--- src/rtl/sysarr_psum_drain.sv ---
// Systolic-array partial-sum drain: collects per-column results into a row and queues rows in a FWFT FIFO.
// Optional build macro SYSARR_DRAIN_RELU_EN applies FP16 ReLU at capture; NaNs pass through unchanged.
module sysarr_psum_drain #(
  parameter int N     = 4,
  parameter int DW    = 16,
  parameter int DEPTH = 2
) (
  input  logic            clk,
  input  logic            nRST,
  input  logic [N-1:0]    col_done,
  input  logic [N*DW-1:0] col_result,
  input  logic            flush,
  output logic            drain_stall,
  output logic            out_valid,
  input  logic            out_ready,
  output logic [N*DW-1:0] out_row,
  output logic            overrun,
  output logic [15:0]     rows_out,
  output logic            dbg_state
);

  localparam int AW = (DEPTH > 1) ? $clog2(DEPTH) : 1;
  localparam int CW = AW + 1;
  localparam logic [CW-1:0] FULL_LVL  = CW'(DEPTH);
  localparam logic [CW-1:0] STALL_LVL = CW'(DEPTH - 1);

  typedef enum logic {COLLECT = 1'b0, PUSH = 1'b1} state_t;

  state_t          state_q, state_d;
  logic [N-1:0]    mask_q, mask_d;
  logic [N*DW-1:0] buf_q, buf_d;
  logic [AW-1:0]   wr_q, wr_d, rd_q, rd_d;
  logic [CW-1:0]   count_q, count_d;
  logic            stall_q, stall_d;
  logic            overrun_q, overrun_d;
  logic [15:0]     rows_q, rows_d;
  logic            push, pop;
  logic [N*DW-1:0] mem [DEPTH];

  function automatic logic [DW-1:0] capture_word(input logic [DW-1:0] w);
`ifdef SYSARR_DRAIN_RELU_EN
    logic is_nan;
    is_nan = (w[DW-2 -: 5] == 5'h1f) && (w[DW-7:0] != '0);
    if (w[DW-1] && !is_nan) capture_word = '0;
    else                    capture_word = w;
`else
    capture_word = w;
`endif
  endfunction

  // Handshake: a row transfers on every edge where out_valid && out_ready;
  // out_row is held stable while out_valid && !out_ready.
  always_comb begin
    state_d   = state_q;
    mask_d    = mask_q;
    buf_d     = buf_q;
    overrun_d = overrun_q;
    wr_d      = wr_q;
    rd_d      = rd_q;
    count_d   = count_q;
    rows_d    = rows_q;
    push      = (state_q == PUSH) && (count_q != FULL_LVL) && !flush;
    pop       = (count_q != '0) && out_ready && !flush;

    if (!flush) begin
      for (int c = 0; c < N; c++) begin
        if (col_done[c]) begin
          if (!mask_q[c]) begin
            buf_d[c*DW +: DW] = capture_word(col_result[c*DW +: DW]);
            mask_d[c]         = 1'b1;
          end else begin
            overrun_d = 1'b1;
          end
        end
      end
    end

    // Entering PUSH on the edge that completes the mask gives the 2-cycle drain latency.
    case (state_q)
      COLLECT: if (&mask_d) state_d = PUSH;
      PUSH: begin
        if (push) begin
          mask_d  = '0;
          state_d = COLLECT;
        end
      end
      default: state_d = COLLECT;
    endcase

    if (push) wr_d = wr_q + AW'(1);
    if (pop) begin
      rd_d   = rd_q + AW'(1);
      rows_d = rows_q + 16'd1;
    end
    case ({push, pop})
      2'b10:   count_d = count_q + CW'(1);
      2'b01:   count_d = count_q - CW'(1);
      default: count_d = count_q;
    endcase

    if (flush) begin
      mask_d  = '0;
      state_d = COLLECT;
      wr_d    = '0;
      rd_d    = '0;
      count_d = '0;
    end

    stall_d = (state_d == PUSH) || (count_d >= STALL_LVL);
  end

  always_ff @(posedge clk or posedge nRST) begin
    if (nRST) begin
      state_q   <= COLLECT;
      mask_q    <= '0;
      buf_q     <= '0;
      wr_q      <= '0;
      rd_q      <= '0;
      count_q   <= '0;
      stall_q   <= 1'b0;
      overrun_q <= 1'b0;
      rows_q    <= '0;
    end else begin
      state_q   <= state_d;
      mask_q    <= mask_d;
      buf_q     <= buf_d;
      wr_q      <= wr_d;
      rd_q      <= rd_d;
      count_q   <= count_d;
      stall_q   <= stall_d;
      overrun_q <= overrun_d;
      rows_q    <= rows_d;
    end
  end

  // Storage needs no reset: out_row is gated by out_valid.
  always_ff @(posedge clk) begin
    if (push) mem[wr_q] <= buf_q;
  end

  assign out_valid   = (count_q != '0);
  assign out_row     = out_valid ? mem[rd_q] : '0;
  assign drain_stall = stall_q;
  assign overrun     = overrun_q;
  assign rows_out    = rows_q;
  assign dbg_state   = (state_q == PUSH);

endmodule

--- config.mk ---
export PLATFORM = sky130hd
export DESIGN_NAME = sysarr_psum_drain
export DESIGN_NICKNAME = d
export VERILOG_FILES = /design/src/rtl/sysarr_psum_drain.sv
export SDC_FILE = /design/constraint.sdc
export NUM_CORES = 1
export LEC_CHECK = 0
export CAP_MARGIN = 20
export CORE_UTILIZATION = 52
export DETAILED_ROUTE_END_ITERATION = 6
export GPL_TIMING_DRIVEN = 0
export HOLD_SLACK_MARGIN = 0.12
export PLACE_DENSITY = 0.85
export SYNTH_ARGS = -nofsm -noshare
export SYNTH_HDL_FRONTEND = slang
export SYNTH_SLANG_ARGS = --single-unit
export TNS_END_PERCENT = 1
--- constraint.sdc ---
create_clock -name clk -period 5.3 [get_ports clk]
set_clock_uncertainty 0.1 [all_clocks]
set_input_delay 1.325 -clock clk [delete_from_list [all_inputs] [get_ports clk]]
set_output_delay 1.325 -clock clk [all_outputs]
set_load 0.02 [all_outputs]
==> results of run 1 <==
-- synthesized netlist by cell type (4+ instances only) --
cell      count  area, sq um
buf_1         4        15.01
edfxtp_1    128         3844
xnor2_1      13        113.9
nand3_1       7        35.03
o211a_1       5        50.05
xor2_1        6        52.55
buf_2         8        40.04
mux2i_1      64        640.6
mux2_2       65        732.0
inv_1         5        18.77
dfrtp_1      91         2277
nor2_1       72        270.3
-- final cells by class --
| class | instances | area (sq um) |
|---|---|---|
| buffer | 20 | 117.6 |
| fill | 1063 | 4745 |
| tap | 216 | 270.3 |
| sequential | 219 | 6121 |
| timing repair buffer | 160 | 1659 |
| multi-input combinational | 267 | 2206 |
| inverter | 5 | 21.27 |
| clock buffer | 29 | 639.4 |
| clock inverter | 11 | 106.4 |
-- path summary, 6_finish.rpt --
| check | start | end | slack [ns] | depth (start not counted) |
|---|---|---|---|---|
| worst max register to register | count_q[1]$_DFF_PP0_ | drain_stall$_DFF_PP0_ | 2.88 | 7 |
| worst max-delay path | count_q[1]$_DFF_PP0_ | out_row[17] | 1.01 | 5 |
| worst min-delay path | buf_q[43]$_DFFE_PP0P_ | mem[1][43]$_DFFE_PP_ | 0.36 | 0 |
| worst min register to register | buf_q[43]$_DFFE_PP0P_ | mem[1][43]$_DFFE_PP_ | 0.36 | 0 |
| max in group asynchronous | nRST | buf_q[11]$_DFFE_PP0P_ | 3.31 | 3 |
| min in group asynchronous | nRST | buf_q[47]$_DFFE_PP0P_ | 1.12 | 2 |
-- sequential cells by signal (all words and copies together), names as in the netlist --
name         flops
mem            128
buf_q           64
rows_out        16
mask_q           4
count_q          2
dbg_state        1
drain_stall      1
overrun          1
rd_q             1
wr_q             1
-- routing by layer --
metal / share of wire [%] / GRT usage (%)
met5: 0 / 0
met4: 2.1 / 5.814
met3: 6.8 / 4.005
met2: 50 / 34.85
met1: 41 / 25.78
-- through the flow --
| step | util [%] | setup slack (ns) | hold slack, ns | area (sq um) |
|---|---|---|---|---|
| after global routing | 70.13 | 0.8151 | 0.3755 | 11140 |
| after CTS | 70.13 | 0.9211 | 0.3629 | 11140 |
| after detailed placement | 65.44 | 1.476 | 0.3509 | 10400 |
| after floorplan | - | 0.4784 | 0.3382 | 8448 |
| final | 70.13 | 1.013 | 0.3616 | 11140 |
| after global placement | 64.65 | -1.709 | 0.3434 | 10270 |
-- cell families (layout without fill, tap and decap cells) --
kind of cell	after synthesis	count (layout)	share of synthesized area, %
AO/OA/AOI/OAI	14	14	1.318
XOR/XNOR	19	19	1.970
adder cells (fa/ha/maj)	2	2	0.2962
buffers and inverters	25	225	1.614
flip-flops	219	219	72.45
multiplexers	129	129	16.25
AND/OR/NAND/NOR	103	103	6.102
-- report_power, final --
group | internal, mW | switching (mW)
Sequential | 2.01 | 0.0947
Combinational | 0.254 | 0.222
Clock | 0.947 | 0.613
-- worst register-to-register path: cells and delay by family, from the launching register on --
kind | cells | cell delay [ns]
AOI/OAI and AO/OA | 3 | 0.69
adders and majority gates | 1 | 0.32
buffers and inverters | 1 | 0.06
DFF | 1 | 0.43
and+or+nand+nor | 2 | 0.69
==> flow_summary_export.csv, run 1 <==
group,metric,value,unit
outcome,outcome,"finished, final reports clean",
worst_setup_path,cp.arrival,2.86,ns
global_routing,antenna_found_initial,0,
floorplanning,dieArea,0.01676,sq mm
worst_setup_path,critPathRequiredTime,3.88,ns
detailed_routing,vias,4853,
worst_setup_path,crit_chain,"nor2_1 -> clkbuf_1 -> clkbuf_1 -> nor2_1 -> clkdlybuf4s50_1",
cts,cts_resized,0,
timing,hold_violations,0,
floorplanning,io_pins,156,
synthesis,yosysSeqAreaShare,72.45,%
synthesis,synth_edf_count,128,
detailed_routing,viasPerCell,5.235,
synthesis,netlist_area,0.008448,sq mm
floorplanning,die_w,129.5,microns
worst_setup_path,startpoint_type,"flip-flop",
power_and_ir_drop,power,4.136,mW
floorplanning,die_h,129.5,microns
placed_design,place_inst,887,
timing,finalCritPeriodShare,80.88,%
worst_setup_path,slowest_stage,"clkbuf_1",
global_routing,grt_start_max_net_pins,60,
hold_path,min_path_type,"flip-flop to flip-flop",
floorplanning,fp.coreArea,0.01589,sq mm
cts,cts_sinks,219,
timing,slew_violations,0,
synthesis,synth_flop_cell,"edfxtp_1",
worst_setup_path,criticalPathCategory,"flip-flop to output port",
global_routing,grt_pass1_vias,5046,
floorplanning,num_rows,46,
final_layout,layout.nets,769,
detailed_routing,wl,16540,microns
power_and_ir_drop,ir_worst_vdd,250.7,uV
final_layout,layout_common_cells,"clkdlybuf4s50_1, edfxtp_1, dfrtp_1",
cts,postCtsSetupBuffers,0,
timing,setup_violations,0,
cts,cts-hold-fix-buffers,0,
worst_setup_path,worstSetupEndpointType,"output port",
placed_design,dp_hpwl,11110,microns
synthesis,synth-async-reset-ratio,41.55,%
timing,period_needed,4.287,ns
synthesis,syn_avg_cell_area,16.53,sq um
detailed_routing,drtIter0Drc,251,
cts,cts.path.max_buffers,3,
timing,worst_slew_pin_slew,0.7311,ns
timing,setup_tns,0,ns
synthesis,syn_nets,585,
timing,relSlewSlack,51.26,%
final_layout,final_common_cell,"clkdlybuf4s50_1",
flow_run,drv_cap,0,
final_layout,drive_above_1_share,18.28,%
global_routing,grt_first_pass_wirelength,25690,microns
cts,cts_buffers,22,
detailed_routing,drc,0,
placed_design,place_congestion,0.7957,
final_layout,syn_to_final_growth,31.87,%
power_and_ir_drop,p_leak,4.072,nW
worst_setup_path,critPathMaxStageDelay,0.58,ns
power_and_ir_drop,powerDensity,371.2,mW/mm^2
timing,grt_setup_unrepaired,"false",
floorplanning,initial_core_util,53.18,%
synthesis,ys_ff_latch,219,
cts,cts_tree,"built",
timing,fmax,0.2333,GHz
worst_setup_path,critPathTopFamily,"buffers and inverters",
synthesis,yosysUniqueCellTypes,38,
final_layout,fin_cells,927,
placed_design,port_buffers,155,
final_layout,antenna_cells,0,
detailed_routing,drt-pass1-iter-count,4,
cts,cts_root_buf,"clkbuf_16",
cts,clk_latency,0.49,ns
worst_setup_path,path_buf_inv,3,
synthesis,syn_inst,511,
detailed_routing,ant_nets,0,
cts,htreeDepth,1,
global_routing,gr-total-overflow,0,
worst_setup_path,cp_max_fo,10,
global_routing,grt.total_usage,20.09,%
detailed_routing,wl_per_cell,17.84,microns
synthesis,yosys_warnings,0,
cts,clk_pin_slew,0.06,ns
Power figures use the tool's default switching activity.
==> inputs of run 2 (changes only) <==
- CORE_UTILIZATION: 52 -> 47
- PLACE_DENSITY: 0.85 -> 0.82
- clock period: 5.3 -> 3.7 ns (I/O delays scaled with it)
==> run 2 against run 1 <==
Sequential power is 43% higher; design area barely moved; non-clock buffer count unchanged; global-route usage shrank 1.0 points; critical path depth stayed put; combinational power rose by 43%; worst hold slack lost 0.012 ns; power up 42%; sequential cell count is the same; largest power group unchanged.
==> flow_summary_export.csv, run 2 (synthesis results as in run 1) <==
group,metric,value,unit
worst_setup_path,criticalPathCategory,"flip-flop to output port",
floorplanning,io_pins,156,
floorplanning,fp.coreArea,0.01742,sq mm
final_layout,stdcell_area,0.01115,sq mm
timing,fmax,0.2850,GHz
global_routing,grt_pass1_vias,5220,
worst_setup_path,r2r-start,"count_q[0]$_DFF_PP0_",
worst_setup_path,cp-startpoint,"rd_q$_DFFE_PP0P_",
cts,cts_sinks,219,
placed_design,place_congestion,0.7494,
worst_setup_path,critPathRequiredTime,2.67,ns
power_and_ir_drop,ir_worst_vdd,408.1,uV
global_routing,grt.total_usage,19.05,%
final_layout,fin_cells,938,
cts,cts-hold-fix-buffers,0,
cts,cts.path.max_buffers,3,
placed_design,place_inst,896,
outcome,outcome,"finished, final reports clean",
cts,cts_resized,1,
cts,cts_tree,"built",
detailed_routing,viasPerCell,5.093,
final_layout,max_flop_register,"mem",
detailed_routing,drtIter0Drc,223,
final_layout,layout_common_cells,"clkdlybuf4s50_1, edfxtp_1, dfrtp_1",
timing,period_needed,3.509,ns
power_and_ir_drop,p_leak,4.071,nW
hold_path,min_path_type,"flip-flop to flip-flop",
detailed_routing,drt-pass1-iter-count,4,
final_layout,largest_register_ffs,128,
floorplanning,dieArea,0.01852,sq mm
power_and_ir_drop,powerDensity,528.5,mW/mm^2
detailed_routing,drc,0,
cts,postCtsSetupBuffers,0,
detailed_routing,ant_nets,0,
cts,clk_pin_slew,0.06,ns
timing,setup_violations,0,
detailed_routing,wl_per_cell,18.20,microns
cts,cts_buffers,23,
placed_design,dpl_cell_area,0.01041,sq mm
cts,htreeDepth,1,
worst_setup_path,cp_max_fo,10,
global_routing,grt_first_pass_wirelength,26860,microns
cts,cts_root_buf,"clkbuf_16",
floorplanning,num_rows,48,
final_layout,final_common_cell,"clkdlybuf4s50_1",
placed_design,port_buffers,155,
timing,worst_slew_pin_slew,0.7010,ns
worst_setup_path,worstSetupEndpointType,"output port",
detailed_routing,vias,4777,
placed_design,dp_hpwl,11500,microns
timing,finalCritPeriodShare,94.84,%
detailed_routing,wl,17080,microns
final_layout,layout.nets,770,
final_layout,drive_above_1_share,18.79,%
timing,slew_violations,0,
final_layout,syn_to_final_growth,31.93,%
hold_path,min_from,"buf_q[35]$_DFFE_PP0P_",
floorplanning,initial_core_util,48.51,%
timing,hold_violations,0,
floorplanning,die_h,136.1,microns
timing,grt_setup_unrepaired,"false",
final_layout,utilization,63.99,%
floorplanning,die_w,136.1,microns
final_layout,antenna_cells,0,
global_routing,gr-total-overflow,0,
global_routing,grt_start_max_net_pins,61,
cts,clk_latency,0.50,ns
worst_setup_path,cp.arrival,2.48,ns
timing,relSlewSlack,53.06,%
worst_setup_path,startpoint_type,"flip-flop",
flow_run,drv_cap,0,
global_routing,antenna_found_initial,0,
[run 2: cell count changes in the layout (fill, tap and decap cells not counted), sizes merged]
cell      before  now
buf           21   17
clkbuf        33   34
clkinv         8   11
clkinvlp       1    2
inv            5    6
[run 2: power by group]
part	switching, mW	total (mW)	leakage, nW	internal, mW
Sequential	0.138	3.01	2.27	2.87
Clock	0.898	2.20	0.355	1.30
Combinational	0.317	0.681	1.44	0.365
Total	1.35	5.89	4.07	4.54
[run 2: metal layers]
layer | track usage, % | part of all wire (%) | vias to the layer above
li1 | - | - | 2239
met1 | 22.37 | 40 | 2382
met2 | 34.40 | 52 | 122
met5 | 0 | 0 | -
met3 | 3.766 | 4.6 | 34
met4 | 6.852 | 2.7 | 0
[run 2: critical path, cell delays in order, from the launching register on]
cell             delay (ns)
dfrtp_1                0.33
buf_2                  0.31
buf_2                  0.39
mux2i_1                0.14
nor2_1                 0.15
clkdlybuf4s50_1        0.66
[run 2: worst paths after layout]
kind | to | cells past startpoint | slack [ns]
hold / removal | mem[0][35]$_DFFE_PP_ | 0 | 0.35
hold reg to reg | mem[0][35]$_DFFE_PP_ | 0 | 0.35
setup reg to reg | drain_stall$_DFF_PP0_ | 6 | 1.23
min in group asynchronous | buf_q[25]$_DFFE_PP0P_ | 2 | 0.69
setup / recovery | out_row[18] | 5 | 0.19
max in group asynchronous | buf_q[60]$_DFFE_PP0P_ | 3 | 2.12
[run 2: through the flow]
step | hold WS (ns) | setup TNS, ns | total power, mW | setup WS (ns)
2_1_floorplan | 0.3382 | -92.36 | 3.416 | -0.7216
3_3_place_gp | 0.3420 | -494.50 | 3.687 | -2.953
3_5_place_dp | 0.3509 | 0 | 3.746 | 0.2718
4_1_cts | 0.3499 | 0 | 5.950 | 0.01135
5_1_grt | 0.3709 | 0 | 6.127 | 0.06511
6_report | 0.3500 | 0 | 5.890 | 0.1911
[run 2: cell type report]
cell class / instances / area, sq um
fill: 1282 / 6271
sequential: 219 / 6121
timing repair buffer: 160 / 1659
inverter: 5 / 21.27
clock inverter: 16 / 135.1
buffer: 20 / 125.1
tap: 225 / 281.5
multi-input combinational: 267 / 2206
clock buffer: 26 / 596.8
